**config.mk**
```make
export PLATFORM = sky130hd
export DESIGN_NAME = segled_scan_ctrl
export DESIGN_NICKNAME = d
export VERILOG_FILES = /design/src/rtl/segled_scan_ctrl.sv
export SDC_FILE = /design/constraint.sdc
export NUM_CORES = 1
export LEC_CHECK = 0
export BUFFER_PORTS_ARGS = -buffer_cell sky130_fd_sc_hd__clkbuf_2
export CORE_ASPECT_RATIO = 0.5
export CORE_UTILIZATION = 57
export CTS_CLUSTER_DIAMETER = 200
export DETAILED_ROUTE_END_ITERATION = 7
export HOLD_SLACK_MARGIN = 0.06
export PLACE_DENSITY_LB_ADDON = 0.12
export SYNTH_ARGS = -nofsm -noshare
export SYNTH_HDL_FRONTEND = slang
export SYNTH_SLANG_ARGS = --single-unit
```
**constraint.sdc**
```tcl
create_clock -name sys_clk -period 6.7 [get_ports sys_clk]
set_input_delay 1.34 -clock sys_clk [delete_from_list [all_inputs] [get_ports sys_clk]]
set_output_delay 1.34 -clock sys_clk [all_outputs]
set_load 0.02 [all_outputs]
```
**src/rtl/segled_scan_ctrl.sv**
```systemverilog
// Multiplexed seven-segment scan controller: hex decode, dp/blink, leading-zero
// suppression, dead time between digits and frame-synchronous double buffering.
module segled_scan_ctrl #(
   parameter int NUM_DIGITS     = 4,
   parameter int SCAN_DIV       = 16384,
   parameter int BLANK_CYCLES   = 64,
   parameter int BLINK_DIV      = 25000000,
   parameter bit SEG_ACTIVE_LOW = 1'b1,
   parameter bit DIG_ACTIVE_LOW = 1'b1
) (
   input  logic                    sys_clk,
   input  logic                    sys_rst,
   input  logic                    enable,
   input  logic                    load,
   input  logic [4*NUM_DIGITS-1:0] data_in,
   input  logic [NUM_DIGITS-1:0]   dp_in,
   input  logic [NUM_DIGITS-1:0]   blink_en,
   input  logic                    lz_blank,
   output logic [6:0]              seg,
   output logic                    seg_dp,
   output logic [NUM_DIGITS-1:0]   dig_sel,
   output logic                    load_ack,
   output logic                    frame_done
);

   localparam int SLOT_W  = $clog2(SCAN_DIV);
   localparam int DIG_W   = (NUM_DIGITS > 1) ? $clog2(NUM_DIGITS) : 1;
   localparam int BLINK_W = (BLINK_DIV > 1) ? $clog2(BLINK_DIV) : 1;

   localparam logic [SLOT_W-1:0]  SLOT_LAST  = SLOT_W'(SCAN_DIV - 1);
   localparam logic [SLOT_W-1:0]  BLANK_END  = SLOT_W'(BLANK_CYCLES);
   localparam logic [DIG_W-1:0]   DIG_LAST   = DIG_W'(NUM_DIGITS - 1);
   localparam logic [BLINK_W-1:0] BLINK_LAST = BLINK_W'(BLINK_DIV - 1);

   logic [SLOT_W-1:0]       slot_cnt_reg, slot_cnt_next;
   logic [DIG_W-1:0]        dig_idx_reg, dig_idx_next;
   logic [BLINK_W-1:0]      blink_cnt_reg, blink_cnt_next;
   logic                    blink_ph_reg, blink_ph_next;

   logic [4*NUM_DIGITS-1:0] pend_data_reg, act_data_reg, act_data_next;
   logic [NUM_DIGITS-1:0]   pend_dp_reg, act_dp_reg, act_dp_next;
   logic [NUM_DIGITS-1:0]   pend_blink_reg, act_blink_reg, act_blink_next;
   logic                    pend_valid_reg;

   logic                    slot_wrap, boundary, commit;
   logic [3:0]              nib [NUM_DIGITS];
   logic [NUM_DIGITS:0]     zero_above;
   logic [NUM_DIGITS-1:0]   lz_mask;

   logic [6:0]              seg_on;
   logic                    dp_on, dark, suppress;
   logic [NUM_DIGITS-1:0]   dig_on;

   logic [6:0]              seg_reg, seg_next;
   logic                    seg_dp_reg, seg_dp_next;
   logic [NUM_DIGITS-1:0]   dig_sel_reg, dig_sel_next;
   logic                    load_ack_reg, frame_done_reg;

   function automatic logic [6:0] hex7(input logic [3:0] v);
      logic [6:0] s;
      case (v)
         4'h0: s = 7'h3F;
         4'h1: s = 7'h06;
         4'h2: s = 7'h5B;
         4'h3: s = 7'h4F;
         4'h4: s = 7'h66;
         4'h5: s = 7'h6D;
         4'h6: s = 7'h7D;
         4'h7: s = 7'h07;
         4'h8: s = 7'h7F;
         4'h9: s = 7'h6F;
         4'hA: s = 7'h77;
         4'hB: s = 7'h7C;
         4'hC: s = 7'h39;
         4'hD: s = 7'h5E;
         4'hE: s = 7'h79;
         default: s = 7'h71;
      endcase
      return s;
   endfunction

   always_comb begin
      slot_wrap = (slot_cnt_reg == SLOT_LAST);
      boundary  = enable && slot_wrap && (dig_idx_reg == DIG_LAST);
      commit    = boundary && pend_valid_reg;

      slot_cnt_next = '0;
      dig_idx_next  = '0;
      if (enable) begin
         slot_cnt_next = slot_wrap ? '0 : slot_cnt_reg + SLOT_W'(1);
         dig_idx_next  = dig_idx_reg;
         if (slot_wrap)
            dig_idx_next = (dig_idx_reg == DIG_LAST) ? '0 : dig_idx_reg + DIG_W'(1);
      end

      blink_cnt_next = blink_cnt_reg + BLINK_W'(1);
      blink_ph_next  = blink_ph_reg;
      if (blink_cnt_reg == BLINK_LAST) begin
         blink_cnt_next = '0;
         blink_ph_next  = ~blink_ph_reg;
      end

      act_data_next  = commit ? pend_data_reg  : act_data_reg;
      act_dp_next    = commit ? pend_dp_reg    : act_dp_reg;
      act_blink_next = commit ? pend_blink_reg : act_blink_reg;
   end

   // zero_above[i] is set when nibbles i..NUM_DIGITS-1 of the next active word are all zero
   assign zero_above[NUM_DIGITS] = 1'b1;
   generate
      for (genvar gi = 0; gi < NUM_DIGITS; gi++) begin : g_digit
         assign nib[gi]        = act_data_next[4*gi +: 4];
         assign zero_above[gi] = (nib[gi] == 4'h0) && zero_above[gi+1];
         if (gi == 0) begin : g_first
            assign lz_mask[gi] = 1'b0;
         end else begin : g_upper
            assign lz_mask[gi] = zero_above[gi];
         end
      end
   endgenerate

   // Outputs are decoded from next-state values so the registered pins line up with the state
   always_comb begin
      dark     = blink_ph_next & act_blink_next[dig_idx_next];
      suppress = lz_blank & lz_mask[dig_idx_next];
      seg_on   = '0;
      dp_on    = 1'b0;
      dig_on   = '0;
      if (enable) begin
         if (!(dark || suppress))
            seg_on = hex7(nib[dig_idx_next]);
         dp_on = act_dp_next[dig_idx_next] & ~dark;
         if (slot_cnt_next >= BLANK_END)
            dig_on = NUM_DIGITS'(1) << dig_idx_next;
      end
      seg_next     = seg_on ^ {7{SEG_ACTIVE_LOW}};
      seg_dp_next  = dp_on ^ SEG_ACTIVE_LOW;
      dig_sel_next = dig_on ^ {NUM_DIGITS{DIG_ACTIVE_LOW}};
   end

   always_ff @(posedge sys_clk) begin
      if (sys_rst) begin
         slot_cnt_reg   <= '0;
         dig_idx_reg    <= '0;
         blink_cnt_reg  <= '0;
         blink_ph_reg   <= 1'b0;
         pend_data_reg  <= '0;
         pend_dp_reg    <= '0;
         pend_blink_reg <= '0;
         pend_valid_reg <= 1'b0;
         act_data_reg   <= '0;
         act_dp_reg     <= '0;
         act_blink_reg  <= '0;
         seg_reg        <= {7{SEG_ACTIVE_LOW}};
         seg_dp_reg     <= SEG_ACTIVE_LOW;
         dig_sel_reg    <= {NUM_DIGITS{DIG_ACTIVE_LOW}};
         load_ack_reg   <= 1'b0;
         frame_done_reg <= 1'b0;
      end else begin
         slot_cnt_reg   <= slot_cnt_next;
         dig_idx_reg    <= dig_idx_next;
         blink_cnt_reg  <= blink_cnt_next;
         blink_ph_reg   <= blink_ph_next;
         act_data_reg   <= act_data_next;
         act_dp_reg     <= act_dp_next;
         act_blink_reg  <= act_blink_next;
         // A load in the boundary cycle refills pending after the old contents commit
         if (load) begin
            pend_data_reg  <= data_in;
            pend_dp_reg    <= dp_in;
            pend_blink_reg <= blink_en;
            pend_valid_reg <= 1'b1;
         end else if (commit) begin
            pend_valid_reg <= 1'b0;
         end
         seg_reg        <= seg_next;
         seg_dp_reg     <= seg_dp_next;
         dig_sel_reg    <= dig_sel_next;
         load_ack_reg   <= commit;
         frame_done_reg <= boundary;
      end
   end

   assign seg        = seg_reg;
   assign seg_dp     = seg_dp_reg;
   assign dig_sel    = dig_sel_reg;
   assign load_ack   = load_ack_reg;
   assign frame_done = frame_done_reg;

endmodule
```
-- Yosys cells after proc, flatten, opt, wreduce, memory -nomap -nowiden
Memories as Yosys holds them, arrays and structs flattened.
Cells that the tools add are included.
- register bits: 105
- bits in latches: 0
- memory bits (writable): 0
- ROM bits: 112
- input bits: 29
- output and inout bits: 14
- word-level logic and storage cells: 72
- memories kept: 1
- $add $sub $neg: 3
- multiply operators: 0
- div/mod/pow operators: 0
- $lt $le $gt $ge: 3
- eq/ne operators: 3
- shift-type cells: 1
- mux-type cells: 25
- bitwise gates (word level): 9
- reduce and logical (&&, ||, !) cells: 11
- memories (memory ; depth ; width ; rd ports ; clocked after Yosys merged registers in ; write ports ; RTL line ; text):
    (name not given) ; 16 ; 7 ; 1 ; 0 ; 0 ; 61 ; case (v)
- operator list (operator ; number):
    14-bit 2-to-1 mux ; 2
    25-bit by 1-bit adder with 25-bit output, second input constant ; 1
    25-bit equality test, second input constant ; 1
    4-bit 2-to-1 mux ; 6
    16-bit 2-to-1 mux ; 1
    14-bit by 1-bit adder with 14-bit output, second input constant ; 1
    14-bit equality test, second input constant ; 1
    14-bit by 7-bit greater-or-equal comparator with 1-bit output, second input constant ; 1
    7-bit 2-to-1 mux ; 2
    4-bit zero test ; 3
    4-bit binary-select mux with 2-bit select ; 1
    1-bit 2-to-1 mux ; 7
    7-bit NOT ; 1
    1-bit binary-select mux with 2-bit select ; 3
    2-bit 2-to-1 mux ; 3
    1-bit logical AND ; 5
    4-bit NOT ; 1
    1-bit by 2-bit left shift with 4-bit output, first input constant ; 1
    1-bit bitwise AND ; 3
    3-bit greater-or-equal comparator, second input constant ; 1
    2-bit by 3-bit < comparator with 1-bit output, second input constant ; 1
    1-bit NOT ; 3
    2-bit NOT with 3-bit output ; 1
    2-bit by 1-bit adder with 2-bit output, second input constant ; 1
    4 further kinds ; 4

-- Logic depth before layout (Yosys ltp)
Gate-level depths: netlist (run 1).
- word-level depth: 15
- mapped depth: 16
- mapped depth without buffers: 14

-- Worst setup path after synthesis (run 1)
Ideal clock, no wire load.
- path type: input port to flip-flop
- start: in enable
- end: reg seg_reg[0] (netlist: seg[0])
- library setup time: 96 ps
- data arrival time: 3513 ps
- required time: 6604 ps
- slack: 3091 ps
- cell stages on the path: 12
- path buffers: 3
- cell sequence: buf_4 and3_1 nand2_2 buf_2 mux2i_1 mux2i_1 mux2i_4 ha_1 buf_2 nor2_1 a22o_1 o41ai_2
- word-level cells in the longest chain between the ends: 14
- elaborated cells between the ends (all ways): 26
- classes of those cells: mux (12); bitwise (4); reduce/logical (9); memory (1)
- ends and longest elaborated chain (element ; RTL line ; text):
    start, declared ; 13 ; input logic enable,
    parallel branches: the longest is 12 deep, another holds memory read 16 x 7 bit ; - ;
    7-bit 2-to-1 mux * ; 129 ; if (enable) begin
    7-bit NOT (no source line) * ; - ;
    end signal, assigned ; 154 ; seg_reg <= {7{SEG_ACTIVE_LOW}};
    end signal, assigned ; 176 ; seg_reg <= seg_next;
    end, declared ; 54 ; logic [6:0] seg_reg, seg_next;
Every way passes the cells marked *. The select of a mux whose other input is x is not followed.
A chain may end at the register's enable or synchronous reset.

-- Final worst setup path (run 1)
Same ends and word-level chain as after synthesis.

==> flow_summary.toml, run 1 <==
[critical_path]
critPathMaxFanout = 35
worstSetupEndpointType = "flop"
path_class = "primary input to flop"
crit_required_ps = 6950
slowest_stage = "nand2_2"
crit_chain = "clkbuf_2, and3_1, nand2_2, mux2i_1, mux2_2, mux2i_2, ha_1, nor2_1, a22o_1, o41ai_2"
cp.buffers_inverters = 1
slowest_delay_ps = 430
critPathTopFamily = "multiplexers"
worstPathArrival_ps = 4180
worstSetupStartpointType = "primary input"

[finish]
n_fill_cell = 680
layout_commonest_cell = "dfxtp_1"
nNetsFinal = 595
largest_register_ffs = 25
antennaDiodeCount = 0
layout_common_cells = "105 x dfxtp_1, 88 x nor2_1, 64 x nand2_1"
syn_to_final_growth_pct = 10.5
post-route-util = 0.657
drive_gt1_frac = 0.162

[clocking]
numClockSinks = 105
clk_latency_ps = 350
cts_buffer_depth = 2
cts_buffers = 9
path_clk_slew_ps = 70
cts_tree = "yes"
postCtsResizedCells = 0
htree_levels = 3
postCtsSetupBuffers = 0
cts_hold_buf = 0
root_buffer = "clkbuf_16"

[placed_design]
portBuffers = 42
place_hpwl_mm = 5.98
gp_congestion = 0.789

[synth]
synth_cell_types = 64
synth_ff_type = "dfxtp_1"
seq_area_frac_synth = 0.437
async_reset_ff_frac = 0
netlist_area_um2 = 4810
syn_nets = 567
synth_enable_flop_cells = 0
synth_cells = 529
ys_ff_latch = 105
avgSynthCellArea_um2 = 9.08
ys.warnings.count = 0

[sta]
final_hold_viol_count = 0
rsz0062_at_grt = "false"
min_period_over_period = 0.586
skew_ps = 10.0
relSlewSlack = 0.459
maxSlewViolCount = 0
period_minus_slack_ps = 3930
setup_viol = 0
max_slew.worst_pin.slew_ps = 811
tns_ps = 0
fmax_mhz = 255

[power]
p_clk_frac = 0.418
p_int_mw = 0.923
p_leak_nw = 2.13
seqPwrFrac = 0.542
power_density_nw_per_um2 = 225
vdd_drop_max_mv = 0.152
combinationalPowerShare = 0.041
total_power_mw = 1.19
switching_power_mw = 0.270
switching_share = 0.226

[floorplanning]
start_util = 0.594
core-area_um2 = 8090
io_pins = 43
die-area_um2 = 8830
die_y_um = 66.9
num_rows = 23
die_w_um = 132

[detailed_routing]
wire_per_inst_um = 13.2
wirelength_mm = 8.89
num_vias = 3569
antenna_left = 0
drtIter0Drc = 226
drc = 0
via_per_inst = 5.30
detail_route.first_pass.iterations = 4

[flow_run]
cap_violations = 0

[global_routing]
grt_overflow_total = 0
grtUsageTotal = 0.216
first_global_vias = 3157
grt_pass1_wl_mm = 15.0
antenna_found_initial = 0
grt_start_max_net_pins = 56

[hold_path]
hold_path.class = "flop to flop"

[status]
run_status = "finished clean"
routing by layer:
layer  share of wire  up-vias  track usage
met5               0        -            0
met4           0.011        0       0.0610
met1            0.52     1623        0.293
li1                -     1867            -
met2            0.43       68        0.326
met3           0.045       11       0.0715
cell type report:
cell class / instances / area (um2) / area share
Multi-Input combinational cell: 388 / 2520 / 0.476
Clock inverter: 5 / 40.0 / 0.00754
Inverter: 9 / 33.8 / 0.00636
Timing Repair Buffer: 44 / 225 / 0.0424
Clock buffer: 11 / 243 / 0.0457
Sequential cell: 105 / 2100 / 0.396
Tap cell: 112 / 140 / 0.0264
power by group through the flow:
stage	Combinational (mW)	Clock, mW	Sequential (mW)
final	0.0485	0.498	0.646
after global routing	0.0543	0.536	0.648
after CTS	0.0491	0.511	0.646
after detailed placement	0.0489	0	0.661
after global placement	0.0481	0	0.661
after floorplan	0.0318	0	0.660
kinds of logic after synthesis:
| logic type | share of synthesized area |
|---|---|
| fa+ha+maj | 0.0234 |
| xor+xnor | 0.0638 |
| mux | 0.116 |
| simple gates | 0.225 |
| buf+inv | 0.0372 |
| flops | 0.437 |
| compound gates | 0.0966 |
Yosys cell counts (all sizes together) (2+ instances only):
| library cell | instances | area (um2) |
|---|---|---|
| nor4 | 4 | 25.0 |
| nand3b | 2 | 15.0 |
| a31oi | 3 | 25.0 |
| and2 | 6 | 40.0 |
| o21ai | 7 | 35.0 |
| and3 | 8 | 55.1 |
| nand4 | 8 | 65.1 |
| buf | 10 | 81.3 |
| o41ai | 3 | 33.8 |
| xnor2 | 14 | 123 |
| ha | 9 | 113 |
| or3 | 5 | 31.3 |
| and4 | 4 | 42.5 |
| nor3 | 6 | 30.0 |
| a21oi | 31 | 159 |
| clkbuf | 17 | 63.8 |
| nand2b | 6 | 37.5 |
| or4 | 3 | 22.5 |
| o221ai | 3 | 32.5 |
| or2 | 3 | 18.8 |
| xor2 | 21 | 184 |
| nor2 | 88 | 330 |
| nand3 | 19 | 95.1 |
| mux2i | 42 | 462 |
| nand2 | 66 | 258 |
| o211ai | 4 | 35.0 |
| mux2 | 8 | 97.6 |
| inv | 9 | 33.8 |
| dfxtp | 105 | 2100 |
path summary, 6_finish.rpt:
kind | startpoint | end | slack, ps | cells after the start
worst min-delay path | blink_cnt_reg[0] | blink_cnt_reg[0] | 440 | 1
worst min register to register | blink_cnt_reg[0] | blink_cnt_reg[0] | 440 | 1
worst max-delay path | enable | seg[0] | 2770 | 10
worst max register to register | slot_cnt_reg[0] | seg[0] | 3180 | 11
stage by stage:
step | worst slack (ps) | hold slack [ps] | instance area, um2 | std cells
after floorplan | 3090 | 418 | 4810 | 529
after global placement | 2540 | 432 | 5030 | 658
after detailed placement | 2470 | 434 | 5030 | 658
after CTS | 2790 | 448 | 5310 | 674
after global routing | 2580 | 473 | 5310 | 674
final | 2770 | 443 | 5310 | 674
(Power assumes the default switching activity.)
==> inputs of run 2 (changes only) <==
Settings changed: ABC_AREA set to 1.
Clock period 6.7 ns to 4.06 ns, I/O delays scaled along.
==> run 2 against run 1 <==
Net effect: via count increased by 21%; sequential cell count unchanged; critical path depth increased by 7; clock-buffer cell count decreased by 1; core utilization increased by 0.56 points; clock power increased by 61%; register-to-register slack got worse by 2300 ps; final area increased by 2.3%; combinational power increased by 67%; critical path type is now flop to flop; largest cell class unchanged.
==> flow_summary.toml, run 2 <==
[placed_design]
dp_slack_ps = 899
gp_congestion = 0.921
portBuffers = 42
place_hpwl_mm = 7.26

[critical_path]
worstPathArrival_ps = 3500
timing.rr.start = "slot_cnt_reg[0]"
slowest_delay_ps = 450
cp.buffers_inverters = 1
crit_chain = "ha_1, nand2_1, nor2_2, nand2_4, nor2_4, nand3_4, nand2_1, nand2_1, nand2_1, o21ai_0, nor2_1, ha_1, inv_1, nand2_1, nand3_1, nand2_1, nand2_1"
critPathMaxFanout = 35
critPathTopFamily = "simple AND/OR/NAND/NOR gates"
regToRegSetupSlack_ps = 850
worstSetupEndpointType = "flop"
reg2reg_to = "seg[3]"
crit_required_ps = 4350
worstSetupStartpointType = "flop"
rr_worst_depth = 17
crit_top_cell = "nand2_1"
slowest_stage = "nor2_4"
path_class = "flop to flop"

[clocking]
clk_latency_ps = 350
postCtsSetupBuffers = 0
htree_levels = 3
root_buffer = "clkbuf_16"
cts_hold_buf = 0
cts_buffer_depth = 2
numClockSinks = 105
postCtsResizedCells = 0
cts_tree = "yes"
path_clk_slew_ps = 70
cts_buffers = 9

[detailed_routing]
antenna_left = 0
wire_per_inst_um = 12.0
top_layer = "met4"
num_vias = 4318
detail_route.first_pass.iterations = 4
wl_met3_um = 392
wl_met1_mm = 5.19
wirelength_mm = 10.1
drtIter0Drc = 248
via_per_inst = 5.10
drc = 0
wl_met2_mm = 4.36

[power]
combinationalPowerShare = 0.042
seqPwrFrac = 0.547
vdd_drop_max_mv = 0.220
p_int_mw = 1.50
switching_power_mw = 0.450
power_density_nw_per_um2 = 359
total_power_mw = 1.95
switching_share = 0.231
p_clk_frac = 0.411
p_leak_nw = 2.35

[finish]
largest_register_ffs = 25
drive_gt1_frac = 0.136
syn_to_final_growth_pct = 9.82
layout_commonest_cell = "nand2_1"
nNetsFinal = 767
layout_common_cells = "172 x nand2_1, 105 x dfxtp_1, 104 x nor2_1"
antennaDiodeCount = 0

[synth]
syn_nets = 736
async_reset_ff_frac = 0
netlist_area_um2 = 4940
synth_enable_flop_cells = 0
ys_ff_latch = 105
synth_cells = 698
ys.warnings.count = 0
synth_top_area_cell = "dfxtp_1"
synth_top_cell_area_share = 0.425
synth_common_cells = "172 x nand2_1, 105 x dfxtp_1, 104 x nor2_1"
seq_area_frac_synth = 0.425
synth.most_common_cell = "nand2_1"
synth_ff_type = "dfxtp_1"
synth_cell_types = 37
synth_area_leaders = "dfxtp_1 43%, nand2_1 13%, nor2_1 7.9%"
avgSynthCellArea_um2 = 7.08

[sta]
max_slew.worst_pin.slew_ps = 884
tns_ps = 0
period_minus_slack_ps = 3210
setup_ws_ps = 847
fmax_mhz = 311
hold_ws_ps = 449
final_hold_viol_count = 0
rsz0062_at_grt = "false"
min_period_over_period = 0.791
relSlewSlack = 0.410
skew_ps = 12.5
maxSlewViolCount = 0
setup_viol = 0

[hold_path]
hold_end = "blink_cnt_reg[0]"
worstHoldStart = "blink_cnt_reg[0]"
hold_path.class = "flop to flop"
holdPathStages = 1

[global_routing]
grt_pass1_wl_mm = 17.7
grtUsageTotal = 0.246
first_global_vias = 3902
grt_start_max_net_pins = 43
grt_overflow_total = 0
antenna_found_initial = 0

[floorplanning]
die-area_um2 = 9070
io_pins = 43
core-area_um2 = 8200
start_util = 0.603
die_w_um = 134
die_y_um = 67.9
num_rows = 23

[flow_run]
cap_violations = 0

[status]
run_status = "finished clean"
[run 2: per-layer routing]
metal	vias to the layer above	GRT usage
li1	2292	-
met1	1922	0.317
met2	80	0.411
met3	24	0.0578
met4	0	0.0923
met5	-	0
[run 2: worst max path at each step]
stage / depth (start not counted) / endpoint / slack, ps / start
after floorplan: 15 / seg[3] / 1720 / enable
after global placement: 15 / seg[3] / 990 / enable
after detailed placement: 17 / seg[6] / 900 / slot_cnt_reg[0]
after CTS: 17 / seg[6] / 880 / slot_cnt_reg[0]
after global routing: 17 / seg[3] / 500 / slot_cnt_reg[0]
final: 17 / seg[3] / 850 / slot_cnt_reg[0]
[run 2: metrics by stage]
step	util	instances	cell area (um2)
after floorplan	-	698	4940
after global placement	0.629	830	5160
after detailed placement	0.629	830	5160
after CTS	0.662	846	5430
after global routing	0.662	846	5430
final	0.662	846	5430
[run 2: logic make-up after synthesis]
logic type                 count (synthesis)  synth area share
xor gates and xnor gates                   9            0.0159
DFF                                      105             0.425
adders and majority gates                  9            0.0228
and+or+nand+nor                          391             0.358
buffers and inverters                     99            0.0881
AOI/OAI and AO/OA                         85            0.0906
[run 2: final cells by class]
class                           instances  area [um2]
Clock buffer                           10         229
Clock inverter                          6        45.0
Fill cell                             763        2770
Inverter                               75         282
Multi-Input combinational cell        494        2410
Sequential cell                       105        2100
Tap cell                              112         140
Timing Repair Buffer                   44         225
[run 2: power groups by stage]
stage,Sequential (mW),Combinational (mW),Clock [mW]
after floorplan,1.09,0.0523,0
after global placement,1.09,0.0801,0
after detailed placement,1.09,0.0810,0
after CTS,1.07,0.0814,0.818
after global routing,1.07,0.0939,0.868
final,1.07,0.0811,0.801
==> inputs of run 3 (changes only) <==
Settings changed: ABC_AREA 1 to 0, CORE_UTILIZATION 57 to 53.
Clock period 4.06 ns to 2.7 ns, I/O delays scaled along.
==> run 3 against run 2 <==
Net effect: the flow now finishes with violations (negative setup slack); critical endpoint is now seg[0]; non-clock buffer count increased by 49; largest cell class unchanged; die area increased by 4.4%; clock power increased by 77%; core utilization increased by 0.93 points; wire length decreased by 1.1%; critical path type unchanged; final area increased by 8.0%; sequential power increased by 50%; setup slack got worse by 970 ps; via count decreased by 11%.
==> flow_summary.toml, run 3 (same netlist as run 1, synthesis figures left out) <==
[hold_path]
hold_end = "pend_data_reg[0]"
worstHoldStart = "data_in[0]"
hold_path.class = "primary input to flop"
holdPathStages = 3

[power]
combinationalPowerShare = 0.041
switching_power_mw = 0.671
p_leak_nw = 2.42
p_clk_frac = 0.450
seqPwrFrac = 0.508
p_int_mw = 2.48
power_density_nw_per_um2 = 538
switching_share = 0.213
total_power_mw = 3.16
vdd_drop_max_mv = 0.333

[detailed_routing]
drc = 0
wire_per_inst_um = 13.8
via_per_inst = 5.28
antenna_left = 0
drtIter0Drc = 203
detail_route.first_pass.iterations = 4
wirelength_mm = 10.0
num_vias = 3841

[clocking]
root_buffer = "clkbuf_16"
htree_levels = 3
path_clk_slew_ps = 70
cts_buffer_depth = 2
numClockSinks = 105
cts_tree = "yes"
cts_buffers = 9
clk_latency_ps = 350

[critical_path]
timing.rr.start = "slot_cnt_reg[1]"
worstSetupEndpointType = "flop"
rr_worst_depth = 12
crit_required_ps = 2960
path_class = "flop to flop"
critPathMaxFanout = 4
reg2reg_to = "seg[0]"
worstPathArrival_ps = 3080
worstSetupStartpointType = "flop"
regToRegSetupSlack_ps = -120

[sta]
setup_viol = 4
rsz0062_at_grt = "true"
final_hold_viol_count = 0
fmax_mhz = 355
skew_ps = 7.30
min_period_over_period = 1.04
setup_ws_ps = -120
maxSlewViolCount = 0
max_slew.worst_pin.slew_ps = 813
relSlewSlack = 0.458
period_minus_slack_ps = 2820

[finish]
syn_to_final_growth_pct = 22.1
drive_gt1_frac = 0.260
largest_register_ffs = 25
nNetsFinal = 644
layout_common_cells = "101 x dfxtp_1, 86 x nor2_1, 64 x nand2_1"
stdcell_count = 728
layout_commonest_cell = "dfxtp_1"
antennaDiodeCount = 0

[floorplanning]
io_pins = 43
start_util = 0.550
die_y_um = 69.3
core-area_um2 = 8740
die-area_um2 = 9480
die_w_um = 137
num_rows = 24

[global_routing]
grt_overflow_total = 0
grt_pass1_wl_mm = 17.1
grtUsageTotal = 0.229
first_global_vias = 3621
antenna_found_initial = 0
grt_start_max_net_pins = 54

[placed_design]
place_hpwl_mm = 6.94
dp_slack_ps = -98.9
dp.cells = 705
portBuffers = 42
gp_congestion = 0.833

[status]
run_status = "finished with violations"
violations = "negative setup slack"

[flow_run]
cap_violations = 0
-- run 3: cell count changes in the layout (fill, tap and decap cells not counted), sizes merged, moves of 13 or more --
cell   change
nand2    -118
nand3     -19
xor2      +13
nand4     -19
mux2i     +42
inv       -65
nor2      -28
o21ai     -36
xnor2     +13
buf       +49
-- run 3: per-stage QoR --
step | hold WS (ps) | TNS [ps] | utilization | cell area, um2
global route | 431 | -859 | 0.671 | 5870
floorplan | 418 | -533 | - | 4850
global placement | 433 | -46.8 | 0.616 | 5380
finish | 424 | -246 | 0.671 | 5870
CTS | 421 | -167 | 0.655 | 5720
detailed placement | 442 | -240 | 0.616 | 5380
-- run 3: critical path, stage by stage, from the launching register on --
cell     delay [ps]
dfxtp_2         350
ha_4            130
and3_4          160
and4_4          230
mux2_4          330
and2_4          160
mux2_4          300
mux2i_4         170
buf_6           130
ha_2            200
nor2_1           50
a22o_1          210
o41ai_2         290
-- run 3: layout make-up --
class	instances	area (um2)
clock inverter	5	86.3
multi-input combinational	388	2640
inverter	9	38.8
fill	729	2870
tap	117	146
timing repair buffer	93	608
clock buffer	11	243
sequential	105	2110
-- run 3: metal layers --
metal | track usage | vias up | part of all wire
li1 | - | 1975 | -
met1 | 0.310 | 1792 | 0.48
met2 | 0.356 | 62 | 0.46
met3 | 0.0709 | 12 | 0.045
met4 | 0.0556 | 0 | 0.011
met5 | 0 | - | 0
-- run 3: power by group through the flow --
stage / Clock, mW / Combinational, mW / Sequential, mW
after detailed placement: 0 / 0.129 / 1.64
after global routing: 1.51 / 0.147 / 1.61
after CTS: 1.45 / 0.131 / 1.60
after floorplan: 0 / 0.0792 / 1.64
after global placement: 0 / 0.126 / 1.64
final: 1.42 / 0.131 / 1.60
-- run 3: what timing repair did --
| action | CTS | global route |
|---|---|---|
| resized for setup | 0 | 23 |
| hold buffers | 0 | 0 |
| setup buffers | 1 | 6 |
| gates cloned | 0 | 0 |
| pin swaps | 1 | 4 |
| endpoints found under the setup margin | 6 | 7 |
-- run 3: how the worst max path moves through the flow --
stage                         start      to
CTS                 slot_cnt_reg[1]  seg[0]
floorplan           slot_cnt_reg[1]  seg[0]
detailed placement  slot_cnt_reg[1]  seg[0]
global placement    slot_cnt_reg[1]  seg[0]
global route        slot_cnt_reg[1]  seg[0]
finish              slot_cnt_reg[1]  seg[0]
